File: config.mk
export PLATFORM = sky130hd
export DESIGN_NAME = lcd_rect_fill
export DESIGN_NICKNAME = d
export VERILOG_FILES = /design/src/rtl/lcd_rect_fill_pkg.sv /design/src/rtl/lcd_rect_fill_bus_word.sv /design/src/rtl/lcd_rect_fill.sv
export SDC_FILE = /design/constraint.sdc
export NUM_CORES = 1
export LEC_CHECK = 0
export ABC_AREA = 1
export CORE_MARGIN = 2
export CORE_UTILIZATION = 55
export DETAILED_ROUTE_END_ITERATION = 10
export HOLD_SLACK_MARGIN = 0.03
export PLACE_DENSITY = 0.75
export SLEW_MARGIN = 30
export SYNTH_ARGS = -nofsm -noshare
export SYNTH_HDL_FRONTEND = slang
export SYNTH_HIERARCHICAL = 1
export SYNTH_SLANG_ARGS = --single-unit
File: constraint.sdc
create_clock -name clk -period 8.1 [get_ports clk]
set_input_delay 0.81 -clock clk [delete_from_list [all_inputs] [get_ports clk]]
set_output_delay 0.81 -clock clk [all_outputs]
set_load 0.005 [all_outputs]
File: src/rtl/lcd_rect_fill_pkg.sv
// lcd_pkg: LCD opcodes, engine states and setup word indices
package lcd_pkg;
  localparam logic [7:0] LCD_CASET = 8'h2A;
  localparam logic [7:0] LCD_PASET = 8'h2B;
  localparam logic [7:0] LCD_RAMWR = 8'h2C;
  typedef enum logic [2:0] {IDLE, SETUP, PIX, END, ERR} state_t;
  localparam logic [3:0] W_CASET = 4'd0;
  localparam logic [3:0] W_XS_HI = 4'd1;
  localparam logic [3:0] W_XS_LO = 4'd2;
  localparam logic [3:0] W_XE_HI = 4'd3;
  localparam logic [3:0] W_XE_LO = 4'd4;
  localparam logic [3:0] W_PASET = 4'd5;
  localparam logic [3:0] W_YS_HI = 4'd6;
  localparam logic [3:0] W_YS_LO = 4'd7;
  localparam logic [3:0] W_YE_HI = 4'd8;
  localparam logic [3:0] W_YE_LO = 4'd9;
  localparam logic [3:0] W_RAMWR = 4'd10;
endpackage

File: src/rtl/lcd_rect_fill_bus_word.sv
// lcd_bus_word: shapes one bus word as WR_LOW low then WR_HIGH high cycles of lcd_wr
module lcd_bus_word #(
  parameter int DATA_WIDTH = 16,
  parameter int WR_LOW = 1,
  parameter int WR_HIGH = 1
) (
  input  logic                  clk,
  input  logic                  rst,
  input  logic                  start,
  input  logic                  word_rs,
  input  logic [DATA_WIDTH-1:0] word_data,
  output logic                  lcd_wr,
  output logic                  lcd_rs,
  output logic [DATA_WIDTH-1:0] lcd_data,
  output logic                  active,
  output logic                  word_done
);
  localparam int PER = WR_LOW + WR_HIGH;
  localparam int CB = $clog2(PER);
  localparam logic [CB-1:0] LOW = CB'(WR_LOW);
  localparam logic [CB-1:0] LAST = CB'(PER - 1);
  localparam logic [CB-1:0] ONE = CB'(1);
  logic [CB-1:0] cnt, cur;
  logic [DATA_WIDTH-1:0] data_q;
  logic rs_q, run;
  assign run = start || active;
  assign cur = start ? '0 : cnt;
  assign lcd_wr = !(run && cur < LOW);
  assign lcd_data = start ? word_data : data_q;
  assign lcd_rs = start ? word_rs : rs_q;
  assign word_done = run && cur == LAST;
  // phase counter and held word; data/rs stay put between words so a stall keeps the bus steady
  always_ff @(posedge clk) begin
    if (rst) begin
      active <= 1'b0;
      cnt <= '0;
      data_q <= '0;
      rs_q <= 1'b1;
    end else begin
      if (run) begin
        cnt <= word_done ? '0 : cur + ONE;
        active <= !word_done;
      end
      if (start) begin
        data_q <= word_data;
        rs_q <= word_rs;
      end
    end
  end
endmodule

File: src/rtl/lcd_rect_fill.sv
// lcd_rect_fill: clips a rectangle, emits window/RAMWR commands, then fill or streamed pixels
module lcd_rect_fill import lcd_pkg::*; #(
  parameter int DATA_WIDTH = 16,
  parameter int COORD_WIDTH = 16,
  parameter int PANEL_W = 240,
  parameter int PANEL_H = 320,
  parameter int WR_LOW = 1,
  parameter int WR_HIGH = 1
) (
  input  logic                   clk,
  input  logic                   rst,
  input  logic                   cmd_valid,
  output logic                   cmd_ready,
  input  logic [COORD_WIDTH-1:0] cmd_x,
  input  logic [COORD_WIDTH-1:0] cmd_y,
  input  logic [COORD_WIDTH-1:0] cmd_w,
  input  logic [COORD_WIDTH-1:0] cmd_h,
  input  logic [DATA_WIDTH-1:0]  cmd_color,
  input  logic                   cmd_stream,
  input  logic [DATA_WIDTH-1:0]  pix_data,
  input  logic                   pix_valid,
  output logic                   pix_ready,
  output logic                   lcd_cs,
  output logic                   lcd_wr,
  output logic                   lcd_rs,
  output logic [DATA_WIDTH-1:0]  lcd_data,
  output logic                   busy,
  output logic                   done,
  output logic                   err
);
  localparam int CW = COORD_WIDTH;
  localparam logic [CW:0] PW = (CW + 1)'(PANEL_W);
  localparam logic [CW:0] PH = (CW + 1)'(PANEL_H);
  localparam logic [CW:0] ONE1 = (CW + 1)'(1);
  localparam logic [2*CW-1:0] ONE2 = (2 * CW)'(1);
  state_t state, state_n;
  logic [CW-1:0] x, y, xe, ye;
  logic [CW:0] sx, sy, xc, yc, cols, rows;
  logic [2*CW-1:0] left, npix;
  logic [DATA_WIDTH-1:0] color, setup_word, word_data;
  logic [3:0] idx;
  logic stream, reject, start, word_rs, active, word_done;
  assign sx = {1'b0, cmd_x} + {1'b0, cmd_w} - ONE1;
  assign sy = {1'b0, cmd_y} + {1'b0, cmd_h} - ONE1;
  assign xc = sx >= PW ? PW - ONE1 : sx;
  assign yc = sy >= PH ? PH - ONE1 : sy;
  assign reject = cmd_w == '0 || cmd_h == '0 || {1'b0, cmd_x} >= PW || {1'b0, cmd_y} >= PH;
  assign cols = {1'b0, xe} - {1'b0, x} + ONE1;
  assign rows = {1'b0, ye} - {1'b0, y} + ONE1;
  assign npix = (2 * CW)'(cols) * (2 * CW)'(rows);
  assign cmd_ready = state == IDLE;
  assign busy = state == SETUP || state == PIX || state == END;
  assign done = state == END;
  assign err = state == ERR;
  assign lcd_cs = !(state == SETUP || state == PIX);
  assign start = !lcd_cs && !active && (state == SETUP || !stream || pix_valid);
  assign pix_ready = start && state == PIX && stream;
  assign word_rs = !(state == SETUP && (idx == W_CASET || idx == W_PASET || idx == W_RAMWR));
  assign word_data = state == SETUP ? setup_word : (stream ? pix_data : color);
  // setup word selection: opcodes and zero-extended high/low coordinate bytes
  always_comb begin
    setup_word = '0;
    case (idx)
      W_CASET: setup_word = DATA_WIDTH'(LCD_CASET);
      W_XS_HI: setup_word = DATA_WIDTH'(x >> 8);
      W_XS_LO: setup_word = DATA_WIDTH'(x[7:0]);
      W_XE_HI: setup_word = DATA_WIDTH'(xe >> 8);
      W_XE_LO: setup_word = DATA_WIDTH'(xe[7:0]);
      W_PASET: setup_word = DATA_WIDTH'(LCD_PASET);
      W_YS_HI: setup_word = DATA_WIDTH'(y >> 8);
      W_YS_LO: setup_word = DATA_WIDTH'(y[7:0]);
      W_YE_HI: setup_word = DATA_WIDTH'(ye >> 8);
      W_YE_LO: setup_word = DATA_WIDTH'(ye[7:0]);
      W_RAMWR: setup_word = DATA_WIDTH'(LCD_RAMWR);
      default: setup_word = '0;
    endcase
  end
  // next state: rejects bounce through ERR, accepted commands walk SETUP -> PIX -> END
  always_comb begin
    state_n = state;
    case (state)
      IDLE: state_n = cmd_valid ? (reject ? ERR : SETUP) : IDLE;
      SETUP: state_n = word_done && idx == W_RAMWR ? PIX : SETUP;
      PIX: state_n = word_done && left == ONE2 ? END : PIX;
      default: state_n = IDLE;
    endcase
  end
  // state, captured command with clipped corners, setup index and remaining pixel count
  always_ff @(posedge clk) begin
    if (rst) begin
      state <= IDLE;
      x <= '0;
      y <= '0;
      xe <= '0;
      ye <= '0;
      color <= '0;
      stream <= 1'b0;
      idx <= '0;
      left <= '0;
    end else begin
      state <= state_n;
      if (state == IDLE && cmd_valid) begin
        x <= cmd_x;
        y <= cmd_y;
        xe <= xc[CW-1:0];
        ye <= yc[CW-1:0];
        color <= cmd_color;
        stream <= cmd_stream;
        idx <= '0;
      end
      if (state == SETUP && word_done) begin
        idx <= idx + 4'd1;
        left <= npix;
      end
      if (state == PIX && word_done) left <= left - ONE2;
    end
  end
  lcd_bus_word #(.DATA_WIDTH(DATA_WIDTH), .WR_LOW(WR_LOW), .WR_HIGH(WR_HIGH)) u_word (
    .clk(clk),
    .rst(rst),
    .start(start),
    .word_rs(word_rs),
    .word_data(word_data),
    .lcd_wr(lcd_wr),
    .lcd_rs(lcd_rs),
    .lcd_data(lcd_data),
    .active(active),
    .word_done(word_done)
  );
endmodule

# Word level (Yosys, flattened, before mapping)
# Index checks and enable logic that the tools add are counted.
dict set report op_classes {
  n_addsub 11
  n_mul 1
  order_cmp 5
  eq_ne 15
  muxes 18
  reduce_logical 34
}
# cell n
set ops {}
lappend ops {{$pmux W8 S11} 1}
lappend ops {{$mux W16} 5}
lappend ops {{$mux W32} 2}
lappend ops {{$add A16 B16 Y17} 2}
lappend ops {{$add A17 B1 Y17 const B} 2}
lappend ops {{$sub A16 B16 Y17} 2}
lappend ops {{$sub A17 B1 Y17 const B} 2}
lappend ops {{$eq A32 B1 Y1 const B} 1}
lappend ops {{$logic_not A16 Y1} 2}
lappend ops {{$mul A17 B17 Y32} 1}
lappend ops {{$sub A32 B1 Y32 const B} 1}
lappend ops {{$ge A17 B8 Y1 const B} 1}
lappend ops {{$ge A17 B9 Y1 const B} 1}
lappend ops {{$eq A4 B3 Y1 const B} 4}
lappend ops {{$ge A16 B8 Y1 const B} 1}
lappend ops {{$ge A16 B9 Y1 const B} 1}
lappend ops {{$eq A4 B4 Y1 const B} 3}
lappend ops {{$logic_and A1 B1 Y1} 12}
lappend ops {{$logic_or A1 B1 Y1} 10}
lappend ops {{$pmux W3 S3} 1}
lappend ops {{$eq A4 B2 Y1 const B} 2}
lappend ops {{$mux W4} 2}
lappend ops {{$eq A3 B2 Y1 const B} 2}
lappend ops {{$logic_not A1 Y1} 6}
lappend ops {{other kinds (12)} 17}
dict set report totals {
  reg_bits 139
  in_bits 101
  out_inout_bits 24
  wordCells 97
}

# Logic depth before layout (Yosys ltp)
dict set report logic_depth {
  depth_word 9
  ltp_mapped 41
  depth_no_buf 41
}

# Cells and area by module
# The synthesis kept the hierarchy.
# module n_inst cells_each area_per_inst_um2 seq_area_each_um2
set modules_own_cells {}
lappend modules_own_cells {lcd_rect_fill 1 2860 20096.8 2402.3}
lappend modules_own_cells {lcd_bus_word 1 103 810.8 380.4}

# Worst setup path after synthesis
# Ideal clock, no wire load.
dict set report synth_timing {
  path_type {reg-to-reg}
  from {reg xe[1]}
  to {reg left[26]}
  setup_time_ps 119
  arrival_time_ps 7019
  required_ps 7981
  path_slack_ps 962
  stages_incl_launch_ff 38
  path_buffers 1
  synth_period_minus_slack_ps 7138
  cell_sequence {dfxtp_1 > inv_1 > ha_1 > inv_1 > ha_1 > inv_1 > fa_1 > nand3b_1 > nand2_1 > nand2_1 > nand2_1 > a31oi_1 > o21bai_1 > or2_1 > nand2_1 > inv_2 > buf_6 > nand2_1 > [2 not listed] > fa_1 > inv_1 > fa_1 > inv_1 > fa_1 > fa_1 > inv_1 > fa_1 > inv_1 > ha_1 > a21oi_1 > o21ai_0 > a21oi_1 > nand3_1 > a21o_1 > or2_2 > nand3_1 > a21oi_1}
}
dict set report synth_between {
  elab_chain_cells 5
}
# item line_no
set synth_rtl {}
lappend synth_rtl {{from (decl)} lcd_rect_fill.sv:37} ;# logic [CW-1:0] x, y, xe, ye;
lappend synth_rtl {{from (signal assigned)} lcd_rect_fill.sv:105} ;# xe <= xc[CW-1:0];
lappend synth_rtl {{$sub A16 B16 Y17} lcd_rect_fill.sv:48} ;# assign cols = {1'b0, xe} - {1'b0, x} + ONE1;
lappend synth_rtl {{$add A17 B1 Y17} lcd_rect_fill.sv:48}
lappend synth_rtl {{$mul A17 B17 Y32} lcd_rect_fill.sv:50} ;# assign npix = (2 * CW)'(cols) * (2 * CW)'(rows);
lappend synth_rtl {{$mux W32} lcd_rect_fill.sv:111} ;# if (state == SETUP && word_done) begin
lappend synth_rtl {{$mux W32} lcd_rect_fill.sv:115} ;# if (state == PIX && word_done) left <= left - ONE2;
lappend synth_rtl {{to (signal assigned)} lcd_rect_fill.sv:113} ;# left <= npix;
lappend synth_rtl {{to (signal assigned)} lcd_rect_fill.sv:115}
lappend synth_rtl {{to (decl)} lcd_rect_fill.sv:39} ;# logic [2*CW-1:0] left, npix;
# No other way between the ends. The select of a mux whose other input is x is not followed.
# A chain may end at the register's enable or synchronous reset.

# Worst setup path after layout
dict set report layout_timing {
  from {reg ye[1]}
  to {reg left[26]}
}
dict set report layout_between {
  elab_chain_cells 5
}
# item line_no
set layout_rtl {}
lappend layout_rtl {{from (decl)} lcd_rect_fill.sv:37}
lappend layout_rtl {{from (signal assigned)} lcd_rect_fill.sv:106} ;# ye <= yc[CW-1:0];
lappend layout_rtl {{$sub A16 B16 Y17} lcd_rect_fill.sv:49} ;# assign rows = {1'b0, ye} - {1'b0, y} + ONE1;
lappend layout_rtl {{$add A17 B1 Y17} lcd_rect_fill.sv:49}
lappend layout_rtl {{$mul A17 B17 Y32} lcd_rect_fill.sv:50}
lappend layout_rtl {{$mux W32} lcd_rect_fill.sv:111}
lappend layout_rtl {{$mux W32} lcd_rect_fill.sv:115}
# No other way between the ends. The select of a mux whose other input is x is not followed.

==> qor.txt <==
H-tree Lvls = 4
Initial DRC Count = 1,394
DIE HEIGHT = 199 um
Register area share after synthesis = 0.133
Crit share post-route = 0.954
Status = finished clean
Fin nets = 3,624
#FFs+latches synth = 139
Max clock buf depth = 2
Post-Place Setup Slack = 0.297 ns
CP bufs+invs = 7
Die X-Extent = 199 um
CP top delay family = adder cells
Hold Path Origin = color[9]$_SDFFE_PP0P_
Drt total wl = 62.4 mm
Achievable Freq = 0.129 GHz
Diode count = 0
Critical Path Start Type = flop
Share of cells above drive strength 1 = 0.0565
Placed cells = 3,550
Worst-Margin Slew = 0.933 ns
Final Max Tran Viols = 0
Num rows = 71
First-pass GRT wire length = 100 mm
Fin Clk Skew = 0.00967 ns
DRC Markers = 0
DP Wirelength = 51.3 mm
Fin Setup TNS = 0 ns
CTS Buf Count = 17
Die area = 39,600 um2
Final hold violations = 0
Primary FF master, synth = dfxtp_1
Congestion Overflow GR = 0
Port bufs = 124
Synthesized area per cell = 7.06 um2
Fill cells = 3,436
Yosys cell types = 57
Slowest-stage cell, CP = fa_1
Hold buffers post-CTS = 0
Required @ worst endpoint = 8.43 ns
Final min period = 7.73 ns
Post-DRT Antenna Nets = 0
CP endpoint kind = flop
Worst rel slew slack = 0.370
Vias in the first global route = 19,500
DR vias = 19,600
Antenna violations before repair = 0
CTS tree = yes
Hold Path Class = flop to flop
R2R Path Start = ye[1]$_SDFFE_PP0P_
All-Layer GR Usage = 0.325
CP Max Fanout = 8
Largest net degree at the start of global routing = 93
Synth Cell Area = 20,900 um2
TritonRoute pass-1 iters = 6
PnR worst setup slack = 0.375 ns
Post-Layout Cell Count = 3,593
Root Driver = clkbuf_16
Post-Synthesis Cells = 2,963
Area Overhead vs Synth = 11.9%
Post-synth ARST share = 0
Gpl congestion = 1.04
Max Cap Violations = 0
WL/cell = 17.4 um
Worst EP arrival = 8.06 ns
Core Region = 37,600 um2
CP peak stage delay = 0.57 ns
I/O pins = 125
CTS sink count = 139
Post-synth EDFFs = 0
Initial Util = 0.556
Critical path origin = ye[1]$_SDFFE_PP0P_
YS warnings = 6
Vias per cell = 5.44
# setup viols final = 0
Syn Nets = 3,518
Worst-path clk slew = 0.06 ns
WS Path Type = flop to flop
Skew-Pair Late Insertion Delay = 0.45 ns
-- layer usage --
metal,up-vias,track usage,wire (um)
met2,745,0.559,29800
met1,9259,0.403,25600
met4,0,0.161,3270
met5,-,0,0
met3,169,0.0417,3860
li1,9378,-,-
-- cell type report --
| type | instances | area (um2) | area share |
|---|---|---|---|
| clock buffers | 19 | 453 | 0.0194 |
| clock inverters | 13 | 131 | 0.00562 |
| inverters | 714 | 2700 | 0.115 |
| multi-input cells | 2033 | 15200 | 0.648 |
| flip-flops and latches | 139 | 2780 | 0.119 |
| well taps | 511 | 639 | 0.0273 |
| repair buffers | 164 | 1540 | 0.0657 |
-- worst min-delay path: stages (launching register included) --
cell and delay, ns:
dfxtp_1 0.30, inv_1 0.05, a21oi_1 0.05
-- state kept, by name, indices dropped and copies added (netlist names), 3 cells and up --
signal,cells
ye,16
color,16
xe,16
idx,4
x,16
u_word/data_q,16
y,16
state,3
left,32
-- repair_timing --
action | 4_1_cts | 5_1_grt
resized for setup | 0 | 15
setup buffers | 0 | 11
endpoints found under the setup margin | 0 | 16
-- placed cells by master, fill, tap and decap left out, types with 6 or more instances in the layout --
cell type | synthesis | routed
o21bai_1 | 17 | 17
o2111ai_1 | 6 | 6
ha_1 | 227 | 225
o22ai_1 | 17 | 17
fa_1 | 227 | 227
inv_2 | 10 | 10
dfxtp_1 | 139 | 139
nand2_4 | 5 | 6
inv_1 | 699 | 696
xor2_1 | 31 | 31
nor4_1 | 13 | 12
nand3b_1 | 11 | 11
or2_1 | 8 | 8
inv_6 | 0 | 6
or2_2 | 14 | 14
nor2_1 | 221 | 220
nand2_1 | 610 | 607
clkbuf_16 | 0 | 17
clkdlybuf4s50_1 | 0 | 123
a21o_1 | 9 | 9
nand3_1 | 76 | 76
a21oi_2 | 10 | 15
nand2_2 | 13 | 15
a21oi_1 | 197 | 192
o21ai_0 | 156 | 155
o21ai_1 | 8 | 9
a31oi_1 | 17 | 17
nand3_2 | 6 | 6
nand4_1 | 26 | 26
a221oi_1 | 9 | 9
buf_4 | 0 | 40
nor3_1 | 25 | 24
xnor2_1 | 31 | 29
-- kinds of logic after synthesis --
| family | count (synthesis) | synth area share |
|---|---|---|
| AOI/OAI and AO/OA | 466 | 0.125 |
| xor gates and xnor gates | 64 | 0.0281 |
| adders and majority gates | 454 | 0.353 |
| buffers and inverters | 791 | 0.146 |
| DFF | 139 | 0.133 |
| and+or+nand+nor | 1049 | 0.215 |
-- path summary, 6_finish.rpt --
kind                      endpoint  slack, ns  cells past startpoint
min          color[9]$_SDFFE_PP0P_       0.45                      2
max reg2reg  left[26]$_SDFFE_PP0P_       0.37                     33
min reg2reg  color[9]$_SDFFE_PP0P_       0.45                      2
max          left[26]$_SDFFE_PP0P_       0.37                     33
-- cell usage after synthesis (10+ instances only) --
cell,n,share of area
a21oi_1,197,0.047
a21oi_2,10,0.0042
a31oi_1,17,0.0051
buf_2,13,0.0031
clkbuf_1,53,0.0095
dfxtp_1,139,0.13
fa_1,227,0.22
ha_1,227,0.14
inv_1,699,0.13
inv_2,10,0.0018
nand2_1,610,0.11
nand2_2,13,0.0039
nand3_1,76,0.018
nand3b_1,11,0.0039
nand4_1,26,0.0078
nor2_1,221,0.040
nor3_1,25,0.0060
nor4_1,13,0.0039
o21ai_0,156,0.037
o21bai_1,17,0.0061
o22ai_1,17,0.0051
or2_2,14,0.0042
xnor2_1,31,0.013
xor2_1,31,0.013
-- stage by stage --
stage                     utilization  hold slack (ns)  cell area, um2
after CTS                       0.619            0.450           23200
after detailed placement        0.603            0.442           22700
after floorplan                     -            0.424           20900
after global placement          0.603            0.437           22600
final                           0.623            0.453           23400
after global routing            0.623            0.463           23400
Power is not shown: default switching activity piles up to over one toggle a cycle in this logic, so the estimate is an artifact.
